[config.mk]
export PLATFORM = sky130hd
export DESIGN_NAME = spi_engine_cmd_gen
export DESIGN_NICKNAME = d
export VERILOG_FILES = /design/src/rtl/spi_engine_instr_pkg.sv /design/src/rtl/spi_engine_xfer_split.sv /design/src/rtl/spi_engine_cmd_gen.sv
export SDC_FILE = /design/constraint.sdc
export NUM_CORES = 1
export LEC_CHECK = 0
export CAP_MARGIN = 25
export CORE_MARGIN = 5
export CORE_UTILIZATION = 50
export CTS_CLUSTER_DIAMETER = 80
export DETAILED_ROUTE_END_ITERATION = 8
export HOLD_SLACK_MARGIN = 0.08
export PLACE_DENSITY_LB_ADDON = 0.05
export SYNTH_ARGS = -nofsm -noshare
export SYNTH_HDL_FRONTEND = slang
export SYNTH_SLANG_ARGS = --single-unit
[constraint.sdc]
create_clock -name clk -period 7 [get_ports clk]
set_input_delay 1.4 -clock clk [delete_from_list [all_inputs] [get_ports clk]]
set_output_delay 1.4 -clock clk [all_outputs]
set_load 0.03 [all_outputs]
[src/rtl/spi_engine_instr_pkg.sv]
// Opcodes, FSM state encoding and transfer chunk size shared by the SPI engine command generator.
// SPI_ENGINE_CMD_GEN_SLEEP_EN adds the optional SLEEP state.
package spi_engine_instr_pkg;

  localparam int CHUNK_WORDS = 256;

  localparam logic [15:0] OP_CFG   = 16'h2100;
  localparam logic [15:0] OP_PRESC = 16'h2000;
  localparam logic [15:0] OP_DLEN  = 16'h2200;
  localparam logic [15:0] OP_CS    = 16'h1000;
  localparam logic [15:0] OP_SLEEP = 16'h3100;
  localparam logic [15:0] OP_SYNC  = 16'h3000;

  typedef enum logic [3:0] {
    ST_IDLE,
    ST_CFG,
    ST_PRESC,
    ST_DLEN,
    ST_CS_ON,
`ifdef SPI_ENGINE_CMD_GEN_SLEEP_EN
    ST_SLEEP,
`endif
    ST_XFER,
    ST_CS_OFF,
    ST_SYNC
  } state_t;

  function automatic logic [15:0] enc_cs(input logic [1:0] delay, input logic [7:0] mask);
    return OP_CS | {6'b0, delay, mask};
  endfunction

endpackage

[src/rtl/spi_engine_xfer_split.sv]
// Splits a remaining word count into 256-word chunks: (n-1) of the next chunk and a last-chunk flag.
module spi_engine_xfer_split
  import spi_engine_instr_pkg::*;
#(
  parameter int WORDS_W = 12
) (
  input  logic [WORDS_W-1:0] remaining,
  output logic [7:0]         chunk_m1,
  output logic               last
);

  logic [WORDS_W-1:0] rem_m1;

  assign last     = (32'(remaining) <= CHUNK_WORDS);
  assign rem_m1   = remaining - WORDS_W'(1);
  assign chunk_m1 = last ? 8'(rem_m1) : 8'(CHUNK_WORDS - 1);

endmodule

[src/rtl/spi_engine_cmd_gen.sv]
// Turns one SPI request into a stream of SPI engine instructions, skipping config already applied.
// Optional SLEEP instruction after chip-select is enabled by SPI_ENGINE_CMD_GEN_SLEEP_EN.
//
// state     | meaning
// IDLE      | waiting for a request, req_ready high
// CFG       | presenting CFG (mode bits), skipped on cache hit
// PRESC     | presenting PRESCALE, skipped on cache hit
// DLEN      | presenting DLENGTH, skipped on cache hit
// CS_ON     | asserting the selected chip select
// SLEEP     | optional delay after chip-select
// XFER      | one WR/RD/WRD instruction per 256-word chunk
// CS_OFF    | releasing all chip selects
// SYNC      | sync marker; handshake pulses done
module spi_engine_cmd_gen
  import spi_engine_instr_pkg::*;
#(
  parameter int NUM_CS  = 1,
  parameter int WORDS_W = 12,
  parameter int INST_W  = 32
) (
  input  logic                                     clk,
  input  logic                                     resetn,
  input  logic                                     req_valid,
  output logic                                     req_ready,
  input  logic [((NUM_CS > 1) ? $clog2(NUM_CS) : 1)-1:0] req_cs,
  input  logic [1:0]                               req_mode,
  input  logic [WORDS_W-1:0]                       req_words,
  input  logic                                     req_cpol,
  input  logic                                     req_cpha,
  input  logic                                     req_3wire,
  input  logic [7:0]                               req_div,
  input  logic [7:0]                               req_dlen,
  input  logic [1:0]                               req_cs_delay,
  input  logic [7:0]                               req_sleep,
  input  logic [7:0]                               req_id,
  output logic                                     cmd_valid,
  input  logic                                     cmd_ready,
  output logic [INST_W-1:0]                        cmd_data,
  output logic                                     busy,
  output logic                                     done
);

  localparam int CS_W = (NUM_CS > 1) ? $clog2(NUM_CS) : 1;

  state_t             state, nxt;
  logic [CS_W-1:0]    l_cs, f_cs;
  logic [1:0]         l_mode, f_mode, l_delay, f_delay;
  logic [2:0]         l_cfg, f_cfg, c_cfg;
  logic [7:0]         l_div, f_div, c_div, l_dlen, f_dlen, c_dlen, l_id, f_id;
  logic [WORDS_W-1:0] remaining, f_words, split_in;
  logic               cfg_ok, div_ok, dlen_ok, xfer_last;
  logic               need_cfg, need_div, need_dlen, has_xfer, has_sleep, idle;
  logic [7:0]         cs_mask, split_m1;
  logic               split_last;
  logic [15:0]        nxt_data;

`ifdef SPI_ENGINE_CMD_GEN_SLEEP_EN
  logic [7:0] l_sleep, f_sleep;
  assign f_sleep   = idle ? req_sleep : l_sleep;
  assign has_sleep = (f_sleep != 8'h00);
`else
  logic unused_sleep;
  assign unused_sleep = ^req_sleep;
  assign has_sleep    = 1'b0;
`endif

  // While idle the successor is computed from the live request so the first
  // instruction can be registered on the request handshake itself.
  assign idle    = (state == ST_IDLE);
  assign f_cs    = idle ? req_cs : l_cs;
  assign f_mode  = idle ? req_mode : l_mode;
  assign f_delay = idle ? req_cs_delay : l_delay;
  assign f_cfg   = idle ? {req_3wire, req_cpol, req_cpha} : l_cfg;
  assign f_div   = idle ? req_div : l_div;
  assign f_dlen  = idle ? req_dlen : l_dlen;
  assign f_id    = idle ? req_id : l_id;
  assign f_words = idle ? req_words : remaining;

  assign need_cfg  = !cfg_ok || (c_cfg != f_cfg);
  assign need_div  = !div_ok || (c_div != f_div);
  assign need_dlen = !dlen_ok || (c_dlen != f_dlen);
  assign has_xfer  = (f_mode != 2'b00) && (f_words != '0);

  assign split_in = (state == ST_XFER) ? remaining - WORDS_W'(CHUNK_WORDS) : f_words;

  spi_engine_xfer_split #(.WORDS_W(WORDS_W)) u_split (
    .remaining (split_in),
    .chunk_m1  (split_m1),
    .last      (split_last)
  );

  always_comb begin
    cs_mask = 8'hFF;
    if (32'(f_cs) < NUM_CS) cs_mask[3'(f_cs)] = 1'b0;
  end

  always_comb begin
    nxt = ST_IDLE;
    case (state)
      ST_IDLE:   nxt = need_cfg ? ST_CFG : need_div ? ST_PRESC : need_dlen ? ST_DLEN : ST_CS_ON;
      ST_CFG:    nxt = need_div ? ST_PRESC : need_dlen ? ST_DLEN : ST_CS_ON;
      ST_PRESC:  nxt = need_dlen ? ST_DLEN : ST_CS_ON;
      ST_DLEN:   nxt = ST_CS_ON;
`ifdef SPI_ENGINE_CMD_GEN_SLEEP_EN
      ST_CS_ON:  nxt = has_sleep ? ST_SLEEP : has_xfer ? ST_XFER : ST_CS_OFF;
      ST_SLEEP:  nxt = has_xfer ? ST_XFER : ST_CS_OFF;
`else
      ST_CS_ON:  nxt = (has_xfer && !has_sleep) ? ST_XFER : ST_CS_OFF;
`endif
      ST_XFER:   nxt = xfer_last ? ST_CS_OFF : ST_XFER;
      ST_CS_OFF: nxt = ST_SYNC;
      ST_SYNC:   nxt = ST_IDLE;
      default:   nxt = ST_IDLE;
    endcase
  end

  always_comb begin
    nxt_data = 16'h0000;
    case (nxt)
      ST_CFG:    nxt_data = OP_CFG | {13'b0, f_cfg};
      ST_PRESC:  nxt_data = OP_PRESC | {8'b0, f_div};
      ST_DLEN:   nxt_data = OP_DLEN | {8'b0, f_dlen};
      ST_CS_ON:  nxt_data = enc_cs(f_delay, cs_mask);
`ifdef SPI_ENGINE_CMD_GEN_SLEEP_EN
      ST_SLEEP:  nxt_data = OP_SLEEP | {8'b0, f_sleep};
`endif
      ST_XFER:   nxt_data = {6'b0, f_mode, split_m1};
      ST_CS_OFF: nxt_data = enc_cs(f_delay, 8'hFF);
      ST_SYNC:   nxt_data = OP_SYNC | {8'b0, f_id};
      default:   nxt_data = 16'h0000;
    endcase
  end

  assign done = (state == ST_SYNC) && cmd_valid && cmd_ready;

  always_ff @(posedge clk or negedge resetn) begin
    if (!resetn) begin
      state     <= ST_IDLE;
      req_ready <= 1'b0;
      cmd_valid <= 1'b0;
      cmd_data  <= '0;
      busy      <= 1'b0;
      l_cs      <= '0;
      l_mode    <= 2'b00;
      l_delay   <= 2'b00;
      l_cfg     <= 3'b000;
      l_div     <= 8'h00;
      l_dlen    <= 8'h00;
      l_id      <= 8'h00;
`ifdef SPI_ENGINE_CMD_GEN_SLEEP_EN
      l_sleep   <= 8'h00;
`endif
      remaining <= '0;
      xfer_last <= 1'b0;
      c_cfg     <= 3'b000;
      c_div     <= 8'h00;
      c_dlen    <= 8'h00;
      cfg_ok    <= 1'b0;
      div_ok    <= 1'b0;
      dlen_ok   <= 1'b0;
    end else if (idle) begin
      if (req_valid && req_ready) begin
        l_cs      <= req_cs;
        l_mode    <= req_mode;
        l_delay   <= req_cs_delay;
        l_cfg     <= {req_3wire, req_cpol, req_cpha};
        l_div     <= req_div;
        l_dlen    <= req_dlen;
        l_id      <= req_id;
`ifdef SPI_ENGINE_CMD_GEN_SLEEP_EN
        l_sleep   <= req_sleep;
`endif
        remaining <= req_words;
        state     <= nxt;
        cmd_valid <= 1'b1;
        cmd_data  <= INST_W'(nxt_data);
        busy      <= 1'b1;
        req_ready <= 1'b0;
      end else begin
        req_ready <= 1'b1;
      end
    end else if (cmd_valid && cmd_ready) begin
      state <= nxt;
      case (state)
        ST_CFG:   begin c_cfg  <= l_cfg;  cfg_ok  <= 1'b1; end
        ST_PRESC: begin c_div  <= l_div;  div_ok  <= 1'b1; end
        ST_DLEN:  begin c_dlen <= l_dlen; dlen_ok <= 1'b1; end
        default:  ;
      endcase
      if (state == ST_XFER && !xfer_last) remaining <= split_in;
      if (nxt == ST_XFER) xfer_last <= split_last;
      if (nxt == ST_IDLE) begin
        cmd_valid <= 1'b0;
        cmd_data  <= '0;
        busy      <= 1'b0;
        req_ready <= 1'b1;
      end else begin
        cmd_data <= INST_W'(nxt_data);
      end
    end
  end

endmodule

**Yosys cells after proc, flatten, opt, wreduce, memory -nomap -nowiden**

Index checks and enable logic that the tools add are counted.

- Equality and inequality tests: 18
- Reductions and logical operators: 30
- Mux-type cells: 39
- Add/subtract/negate cells: 2
- Bitwise logic cells: 2
- Order comparisons: 4

Operators by type and width:

| operator | count |
|---|---|
| $pmux 14 s7 | 1 |
| $mux 32 | 3 |
| $mux 12 | 6 |
| $mux 8 | 5 |
| $eq 4x3->1 const B | 8 |
| $pmux 4 s7 | 1 |
| $mux 4 | 5 |
| $reduce_and 3->1 | 6 |
| $eq 4x2->1 const B | 4 |
| $mux 16 | 1 |
| $ne 8x8->1 | 2 |
| $le 12x9->1 const B | 1 |
| $reduce_bool 12->1 | 1 |
| $sub 12x9->12 const B | 1 |
| $mux 1 | 10 |
| $eq 4x1->1 const B | 2 |
| $logic_not 4->1 | 2 |
| $mux 2 | 4 |
| $not 2->8 | 1 |
| $reduce_bool 2->1 | 4 |
| $sub 8x1->8 const B | 1 |
| $logic_and 1x1->1 | 7 |
| $mux 3 | 2 |
| $reduce_and 2->1 | 3 |
| other kinds (9) | 14 |

- Word-level logic and storage cells: 114
- Input port bits: 56
- Flip-flop bits (word level): 105

**Longest topological paths before layout**

Gate-level depths: netlist of run 1.

- Depth in word-level cells: 13
- Mapped depth: 15
- Mapped depth without buffers: 10

**Hierarchy**

Synthesis of run 1 repeated with hierarchy kept, for this count alone.

- Cells, all modules: 587
- Area total of the unflattened synthesis: 5156.2 sq um

By module, submodules not included:

| module | instances | cells each | area each (sq um) |
|---|---|---|---|
| spi_engine_cmd_gen | 1 | 559 | 4956.0 |
| spi_engine_xfer_split | 1 | 28 | 200.2 |

**Worst setup path before layout of run 1**

No wires, ideal clock.

- Path type: input port to output port
- Start point: in cmd_ready
- End point: out done
- Arrival time: 2171 ps
- Cell stages on the path: 4
- Path buffers: 1
- Slack: 3429 ps
- Path through: nand3_1 -> or2_2 -> clkbuf_1 -> inv_1

- Longest elaborated chain between the ends: 1

RTL lines:

| element | line | source |
|---|---|---|
| start, declared | spi_engine_cmd_gen.sv:37 | `input logic cmd_ready,` |
| $logic_and 1x1->1 | spi_engine_cmd_gen.sv:134 | `assign done = (state == ST_SYNC) && cmd_valid && cmd_ready;` |
| end, declared | spi_engine_cmd_gen.sv:40 | `output logic done` |

Every way passes these cells.

**Final worst setup path of run 1**

Same ends and word-level chain as after synthesis.

==> results of run 1 <==
==> layout by cell type, fill, tap and decap left out, types with 5 or more instances in the layout <==
cell type / netlist / routed
o31ai_1: 5 / 5
a21boi_0: 12 / 12
nand2_1: 73 / 73
nor2b_1: 6 / 6
buf_4: 22 / 5
mux2i_1: 9 / 9
dfrtp_1: 84 / 84
nor3_1: 13 / 13
nand2b_1: 11 / 11
clkbuf_8: 1 / 9
a21oi_1: 35 / 35
nor2_1: 25 / 25
clkdlybuf4s50_1: 0 / 62
a31oi_1: 11 / 11
nor4_1: 5 / 5
conb_1: 1 / 20
xnor2_1: 8 / 8
o21ai_1: 8 / 8
inv_1: 19 / 19
xor2_1: 12 / 12
o22ai_1: 5 / 5
o2111ai_1: 5 / 5
o21ai_0: 31 / 31
mux2_2: 52 / 52
==> layout make-up <==
cell class | instances | area [um^2]
clock buffers | 9 | 124
clock inverters | 7 | 97.6
fillers | 917 | 4230
inverters | 19 | 71.3
multi-input cells | 421 | 2830
flip-flops and latches | 84 | 2100
well taps | 136 | 170
repair buffers | 67 | 658
==> worst max-delay path, stage by stage <==
cell and delay (ps):
clkdlybuf4s50_1 530, nand3_1 140, or2_2 420, inv_1 90, clkdlybuf4s50_1 670
==> stage by stage <==
stage               power (mW)  instances  util, %  hold WS [ps]  worst slack, ps
floorplan                0.522        573        -           427             3430
global placement         0.558        727     56.7           452             2330
detailed placement       0.559        727     56.7           450             2340
CTS                      0.955        743     58.9           473             2340
global route             0.980        743     58.9           487             2270
finish                   0.944        743     58.9           471             2350
==> state kept, by name, indices dropped and copies added, names as in the netlist, 2 cells and up, named ones only <==
| register | count |
|---|---|
| l_id | 8 |
| state | 3 |
| c_dlen | 8 |
| l_mode | 2 |
| l_dlen | 8 |
| cmd_data | 12 |
| l_delay | 2 |
| remaining | 11 |
| l_div | 8 |
| c_cfg | 3 |
| c_div | 8 |
| l_cfg | 3 |
==> cells by family after synthesis <==
| family | count (synthesis) |
|---|---|
| buffers and inverters | 68 |
| multiplexers | 62 |
| flip-flops | 84 |
| XOR/XNOR | 20 |
| other | 1 |
| adder cells (fa/ha/maj) | 4 |
| AO/OA/AOI/OAI | 146 |
| AND/OR/NAND/NOR | 169 |
==> power by group through the flow <==
stage	Combinational, mW	Clock, mW	Sequential (mW)
2_1_floorplan	0.0279	0	0.495
6_report	0.0644	0.395	0.485
3_3_place_gp	0.0639	0	0.494
5_1_grt	0.0703	0.425	0.485
4_1_cts	0.0652	0.406	0.485
3_5_place_dp	0.0646	0	0.494
==> worst max path at each step <==
stage / from / end / slack (ps) / cells past startpoint
after detailed placement: cmd_ready / done / 2340 / 5
after global routing: cmd_ready / done / 2270 / 5
after floorplan: cmd_ready / done / 3430 / 4
after CTS: cmd_ready / done / 2340 / 5
after global placement: cmd_ready / done / 2330 / 5
final: cmd_ready / done / 2350 / 5
==> per-layer routing <==
layer / GRT usage (%) / part of all wire (%) / vias up
met2: 35.3 / 48 / 129
met3: 3.77 / 4.8 / 18
met4: 6.41 / 1.9 / 0
met1: 30.4 / 45 / 2067
li1: - / - / 2046
met5: 0 / 0 / -
==> results.toml, run 1 <==
[placed_design]
dpl_cell_area_um2 = 5830
place_hpwl_um = 9510
io_buffers = 63
gp_congestion = 0.828

[timing]
final-hold-violation-count = 0
period_minus_slack_ps = 4650
clock_skew_ps = 19.0
max_slew_margin_pct = 50.1
max_clock_freq_mhz = 215
setup_viol = 0
slew_violations = 0
rsz0062_at_grt = "false"
tightest_slew_ps = 748
setup_tns_ps = 0
period_share_pct = 66.4

[layout]
postLayoutCellArea_um2 = 6050
drive_above_1_share_pct = 16.1
fin_nets = 661
diodes = 0
area_delta_synth_final_pct = 15.0

[floorplanning]
rows = 37
placeableCoreArea_um2 = 10300
die_h_um = 113
io-pin-count = 92
dieWidth_um = 113
initial_core_util_pct = 51.2
die_area_um2 = 12700

[synthesis]
yosysTopAreaCell = "dfrtp_1"
synth_area_um2 = 5260
synth_adder_area_share_pct = 0.928
avgSynthCellArea_um2 = 9.49
ys_seq_area_share_pct = 40.0
yosysUniqueCellTypes = 77
synth_edf_count = 0
synth_common_cells = "dfrtp_1, nand2_1, mux2_2"
synth_top_family_by_area = "compound AO/OA/AOI/OAI gates"
muxShareOfSynthArea_pct = 13.1
syn_inst = 554
yosys.area_share.simple_pct = 16.0
synth_most_common_cell = "dfrtp_1"
synth_compound_gate_area_share_pct = 18.9
synth_top_cell_area_share_pct = 40.0
ys_ff_latch = 84
synth_xor_area_share_pct = 3.33
ys.flop_type = "dfrtp_1"
yosys_warnings = 0
ys_top_cells_by_area = "dfrtp_1, mux2_2, nand2_1, a21oi_1, buf_4"
ys_async_sr_fraction_pct = 100

[route]
totalWireLength_um = 13300
drc_errors = 0
wl_per_cell_um = 17.9
ant_nets = 0
vias = 4260
drt-initial-drc-count = 230
via_per_inst = 5.73
drt-pass1-iter-count = 5

[power]
clkPwrFrac_pct = 41.8
power_density_nw_per_um2 = 156
leakagePower_nw = 2.66
seqPwrFrac_pct = 51.4
p_sw_share_pct = 24.3
comb_power_share_pct = 6.8
switchingPower_uw = 230
p_int_uw = 714
max-vdd-ir-drop_mv = 0.119

[setup_path]
crit_path_max_fanout = 12
start_kind = "primary input"
reg2reg_depth = 10
reg2reg_to = "cmd_data[1]$_DFFE_PN0P_"
critPathKind = "in2out"
end_kind = "primary output"
worstReg2RegStart = "state[0]$_DFFE_PN0P_"
cp_data_required_time_ps = 5600
r2r_slack_ps = 2970
critPathArrivalTime_ps = 3250

[cts]
clock_latency_ps = 370
clockRootBuffer = "clkbuf_8"
cts_hold_buffers = 0
htreeDepth = 3
cts_tree = "done"
cts_resized = 0
cts_sinks = 84
clk_pin_slew_ps = 80
cts_setup_buffers = 0
cts_buffers = 9
cts_buffer_depth = 2

[grt]
overflow = 0
grt_pass1_wl_um = 22500
grt_usage_pct = 21.9
grt_max_degree = 48
grt_pass1_vias = 4300
antenna_found_initial = 0

[hold_path]
hp-class = "reg2reg"
whs_path_depth = 1
worstHoldEndpoint = "div_ok$_DFFE_PN0P_"
worstHoldStart = "div_ok$_DFFE_PN0P_"

[outcome]
status = "complete, no violations"

[job]
cap_violations = 0
(Power assumes the default switching activity.)
==> run 2, diff against run 1 <==
==> constraint.sdc (replaced) <==
create_clock -name clk -period 4.35 [get_ports clk]
set_input_delay 0.87 -clock clk [delete_from_list [all_inputs] [get_ports clk]]
set_output_delay 0.87 -clock clk [all_outputs]
set_load 0.03 [all_outputs]
==> results.toml, run 2 (same netlist as run 1, synthesis figures left out) <==
[outcome]
status = "complete, no violations"

[hold_path]
worstHoldStart = "cfg_ok$_DFFE_PN0P_"
whs_path_depth = 1
hp-class = "reg2reg"
worstHoldEndpoint = "cfg_ok$_DFFE_PN0P_"

[grt]
grt_usage_pct = 21.6
grt_pass1_wl_um = 22100
grt_max_degree = 45
antenna_found_initial = 0
grt_pass1_vias = 4311
overflow = 0

[timing]
layout_setup_ws_ps = 701
rsz0062_at_grt = "false"
period_minus_slack_ps = 3650
setup_viol = 0
setup_tns_ps = 0
clock_skew_ps = 9.61
slew_violations = 0
final-hold-violation-count = 0
tightest_slew_ps = 690
max_clock_freq_mhz = 274
period_share_pct = 83.9
max_slew_margin_pct = 53.9

[power]
leakagePower_nw = 2.67
p_int_mw = 1.05
clkPwrFrac_pct = 36.8
max-vdd-ir-drop_mv = 0.155
seqPwrFrac_pct = 55.8
comb_power_share_pct = 7.4
power_density_nw_per_um2 = 231
switchingPower_uw = 351
p_sw_share_pct = 25.1

[cts]
cts_tree = "done"
cts_hold_buffers = 0
clock_latency_ps = 360
cts_buffers = 9
clockRootBuffer = "clkbuf_8"
clk_pin_slew_ps = 80
htreeDepth = 3
cts_sinks = 84
cts_resized = 0
cts_buffer_depth = 2
cts_setup_buffers = 0

[layout]
layout.cells.most_common = "dfrtp_1"
largest_registers = "cmd_data (12), remaining (11)"
largest_register = "cmd_data"
drive_above_1_share_pct = 17.1
diodes = 0
area_delta_synth_final_pct = 15.3
layout_common_cells = "dfrtp_1, nand2_1, clkdlybuf4s50_1, mux2_2, a21oi_1"
largest_register_ffs = 12
fin_nets = 669

[setup_path]
critPathArrivalTime_ps = 2780
worst_path_largest_cell_delay_ps = 670
cp_slowest_cell = "clkdlybuf4s50_1"
cp_data_required_time_ps = 3480
crit_path_max_fanout = 12
cpMostUsedCell = "clkdlybuf4s50_1"
reg2reg_to = "cmd_data[1]$_DFFE_PN0P_"
end_kind = "primary output"
cpLargestDelayFamily = "buffers and inverters"
critPathKind = "in2out"
critPathBufInv = 3
start_kind = "primary input"
worstReg2RegStart = "state[0]$_DFFE_PN0P_"
crit_chain = "clkdlybuf4s50_1 > nand3_1 > or2_2 > inv_1 > clkdlybuf4s50_1"
r2r_slack_ps = 770
reg2reg_depth = 11

[floorplanning]
dieWidth_um = 113
placeableCoreArea_um2 = 10300
rows = 37
initial_core_util_pct = 51.2
die_area_um2 = 12700
die_h_um = 113
io-pin-count = 92

[placed_design]
io_buffers = 63
gp_congestion = 0.837
place_hpwl_um = 9890
place_ws_ps = 583

[route]
ant_nets = 0
via_per_inst = 5.79
drc_errors = 0
wl_per_cell_um = 17.9
drt-initial-drc-count = 264
drt-pass1-iter-count = 5
totalWireLength_um = 13400
vias = 4351

[job]
cap_violations = 0
==> run 2: changes by cell type in the layout (fill, tap and decap cells not counted) <==
cell / previous run / this run
clkbuf_1: 0 / 1
clkinvlp_4: 2 / 3
bufinv_16: 2 / 0
inv_6: 2 / 1
clkbuf_8: 9 / 10
buf_4: 5 / 13
==> run 2: cell type report <==
| cell class | instances | area [um^2] |
|---|---|---|
| multi-input combinational | 421 | 2830 |
| sequential | 84 | 2100 |
| tap | 136 | 170 |
| clock inverter | 5 | 36.3 |
| clock buffer | 11 | 141 |
| inverter | 19 | 71.3 |
| fill | 952 | 4210 |
| timing repair buffer | 75 | 718 |
==> run 2: worst reg2reg max path, delay by kind of cell (launching register included) <==
family | cells | cell delay, ps
simple gates | 3 | 1020
flops | 1 | 560
compound gates | 6 | 1450
buf+inv | 2 | 490
==> run 2: routing by layer <==
| metal | share of wire (%) | track usage, % | vias to the layer above |
|---|---|---|---|
| met3 | 6.2 | 3.99 | 27 |
| met1 | 43 | 28.8 | 2102 |
| li1 | - | - | 2055 |
| met5 | 0 | 0 | - |
| met2 | 48 | 35.0 | 167 |
| met4 | 2.7 | 8.01 | 0 |
==> run 2: how the worst max path moves through the flow <==
stage                               from  slack, ps  cells after the start                  endpoint
floorplan           state[2]$_DFFE_PN0P_       1070                     14   cmd_data[2]$_DFFE_PN0P_
global placement            req_words[0]        580                      9  cmd_data[13]$_DFFE_PN0P_
detailed placement          req_words[0]        580                      9  cmd_data[13]$_DFFE_PN0P_
CTS                            cmd_ready        720                      5                      done
global route        state[0]$_DFFE_PN0P_        480                     11   cmd_data[1]$_DFFE_PN0P_
finish                         cmd_ready        700                      5                      done
==> run 2: metrics by stage <==
step | std cells | hold WS [ps] | power, mW | utilization (%) | instance area [um^2]
2_1_floorplan | 573 | 427 | 0.841 | - | 5330
3_5_place_dp | 735 | 446 | 0.899 | 57.3 | 5890
4_1_cts | 751 | 469 | 1.42 | 59.0 | 6060
6_report | 751 | 463 | 1.40 | 59.0 | 6060
5_1_grt | 751 | 500 | 1.46 | 59.0 | 6060
3_3_place_gp | 735 | 443 | 0.899 | 57.3 | 5890
==> run 2: power by group through the flow <==
stage	logic [mW]	registers, mW	clock network [mW]
global placement	0.103	0.796	0
detailed placement	0.104	0.796	0
CTS	0.104	0.780	0.531
finish	0.104	0.780	0.514
global route	0.112	0.780	0.563
floorplan	0.0449	0.796	0
==> run 3, diff against run 2 <==
==> constraint.sdc (replaced) <==
create_clock -name clk -period 3.65 [get_ports clk]
set_input_delay 0.73 -clock clk [delete_from_list [all_inputs] [get_ports clk]]
set_output_delay 0.73 -clock clk [all_outputs]
set_load 0.03 [all_outputs]
==> results.toml, run 3 (same netlist as run 1, synthesis figures left out) <==
[outcome]
status = "complete, no violations"

[timing]
tightest_slew_ps = 696
rsz0062_at_grt = "false"
final-hold-violation-count = 0
period_minus_slack_ps = 3240
slew_violations = 0
whs_ps = 222
clock_skew_ps = 15.3
setup_viol = 0
period_share_pct = 88.7
setup_tns_ps = 0
max_clock_freq_mhz = 309
max_slew_margin_pct = 53.3
layout_setup_ws_ps = 413

[grt]
grt_usage_pct = 21.9
grt_pass1_vias = 4257
overflow = 0
antenna_found_initial = 0
grt_max_degree = 39
grt_pass1_wl_um = 22300

[layout]
diodes = 0
layout_common_cells = "dfrtp_1, nand2_1, clkdlybuf4s50_1, mux2_2, a21oi_1"
largest_register_ffs = 12
layout.cells.non_filler = 764
layout.cells.most_common = "dfrtp_1"
largest_registers = "cmd_data (12), remaining (11)"
drive_above_1_share_pct = 18.9
fin_nets = 682
area_delta_synth_final_pct = 17.7
final_util_pct = 60.3
fill_cells = 934
postLayoutCellArea_um2 = 6190
largest_register = "cmd_data"

[cts]
clockRootBuffer = "clkbuf_8"
cts_tree = "done"
cts_resized = 0
clk_pin_slew_ps = 90
cts_buffer_depth = 2
cts_buffers = 9
clock_latency_ps = 360
htreeDepth = 3
cts_hold_buffers = 0
cts_setup_buffers = 0
cts_sinks = 84

[floorplanning]
die_h_um = 113
initial_core_util_pct = 51.2
dieWidth_um = 113
placeableCoreArea_um2 = 10300
die_area_um2 = 12700
rows = 37
io-pin-count = 92

[setup_path]
start_kind = "primary input"
critPathKind = "in2out"
crit_path_max_fanout = 4
critPathArrivalTime_ps = 2510
end_kind = "primary output"
cp_data_required_time_ps = 2920

[placed_design]
place_hpwl_um = 10100
place_ws_ps = 212
gp_congestion = 0.885
dpl_cell_area_um2 = 5980
io_buffers = 63
dp_cells = 748

[power]
power_mw = 1.77
max-vdd-ir-drop_mv = 0.186
leakagePower_nw = 2.76
power_density_nw_per_um2 = 285

[route]
drt-initial-drc-count = 265
via_per_inst = 5.60
drc_errors = 0
drt-pass1-iter-count = 5
ant_nets = 0
vias = 4279
totalWireLength_um = 13300
wl_per_cell_um = 17.5

[job]
cap_violations = 0

[hold_path]
hp-class = "in2async"
-- run 3: path summary, 6_finish.rpt --
path / slack, ps / startpoint / depth (start not counted) / to
worst max-delay path: 410 / cmd_ready / 5 / done
worst min-delay path: 220 / resetn / 1 / remaining[9]$_DFFE_PN0P_
worst max register to register: 450 / state[0]$_DFFE_PN0P_ / 11 / cmd_data[7]$_DFFE_PN0P_
worst min register to register: 470 / cfg_ok$_DFFE_PN0P_ / 1 / cfg_ok$_DFFE_PN0P_
max in group asynchronous: 2650 / resetn / 2 / l_div[0]$_DFFE_PN0P_
min in group clk: 470 / cfg_ok$_DFFE_PN0P_ / 1 / cfg_ok$_DFFE_PN0P_
-- run 3: power by group --
group          total, mW  internal [mW]  switching, mW
logic              0.125         0.0527         0.0722
registers          0.930          0.930              0
clock network      0.711          0.355          0.356
total               1.77           1.34          0.428
-- run 3: layer usage --
| layer | wire length, um | GRT usage [%] | vias to the layer above |
|---|---|---|---|
| li1 | - | - | 2075 |
| met1 | 6030 | 30.4 | 2077 |
| met2 | 6470 | 35.2 | 112 |
| met3 | 657 | 4.15 | 15 |
| met4 | 187 | 5.69 | 0 |
| met5 | 0 | 0 | - |
-- run 3: layout make-up --
class                   count  area [um^2]  area share, %
clock inverters             5         57.6          0.929
flip-flops and latches     84         2100           33.9
inverters                  19         71.3           1.15
well taps                 136          170           2.75
multi-input cells         421         2830           45.6
repair buffers             88          816           13.2
clock buffers              11          151           2.44
-- run 3: critical path, cell delays in order --
cell             delay (ps)
clkdlybuf4s50_1         550
nand3_1                 160
or2_2                   340
inv_1                    70
clkdlybuf4s50_1         660
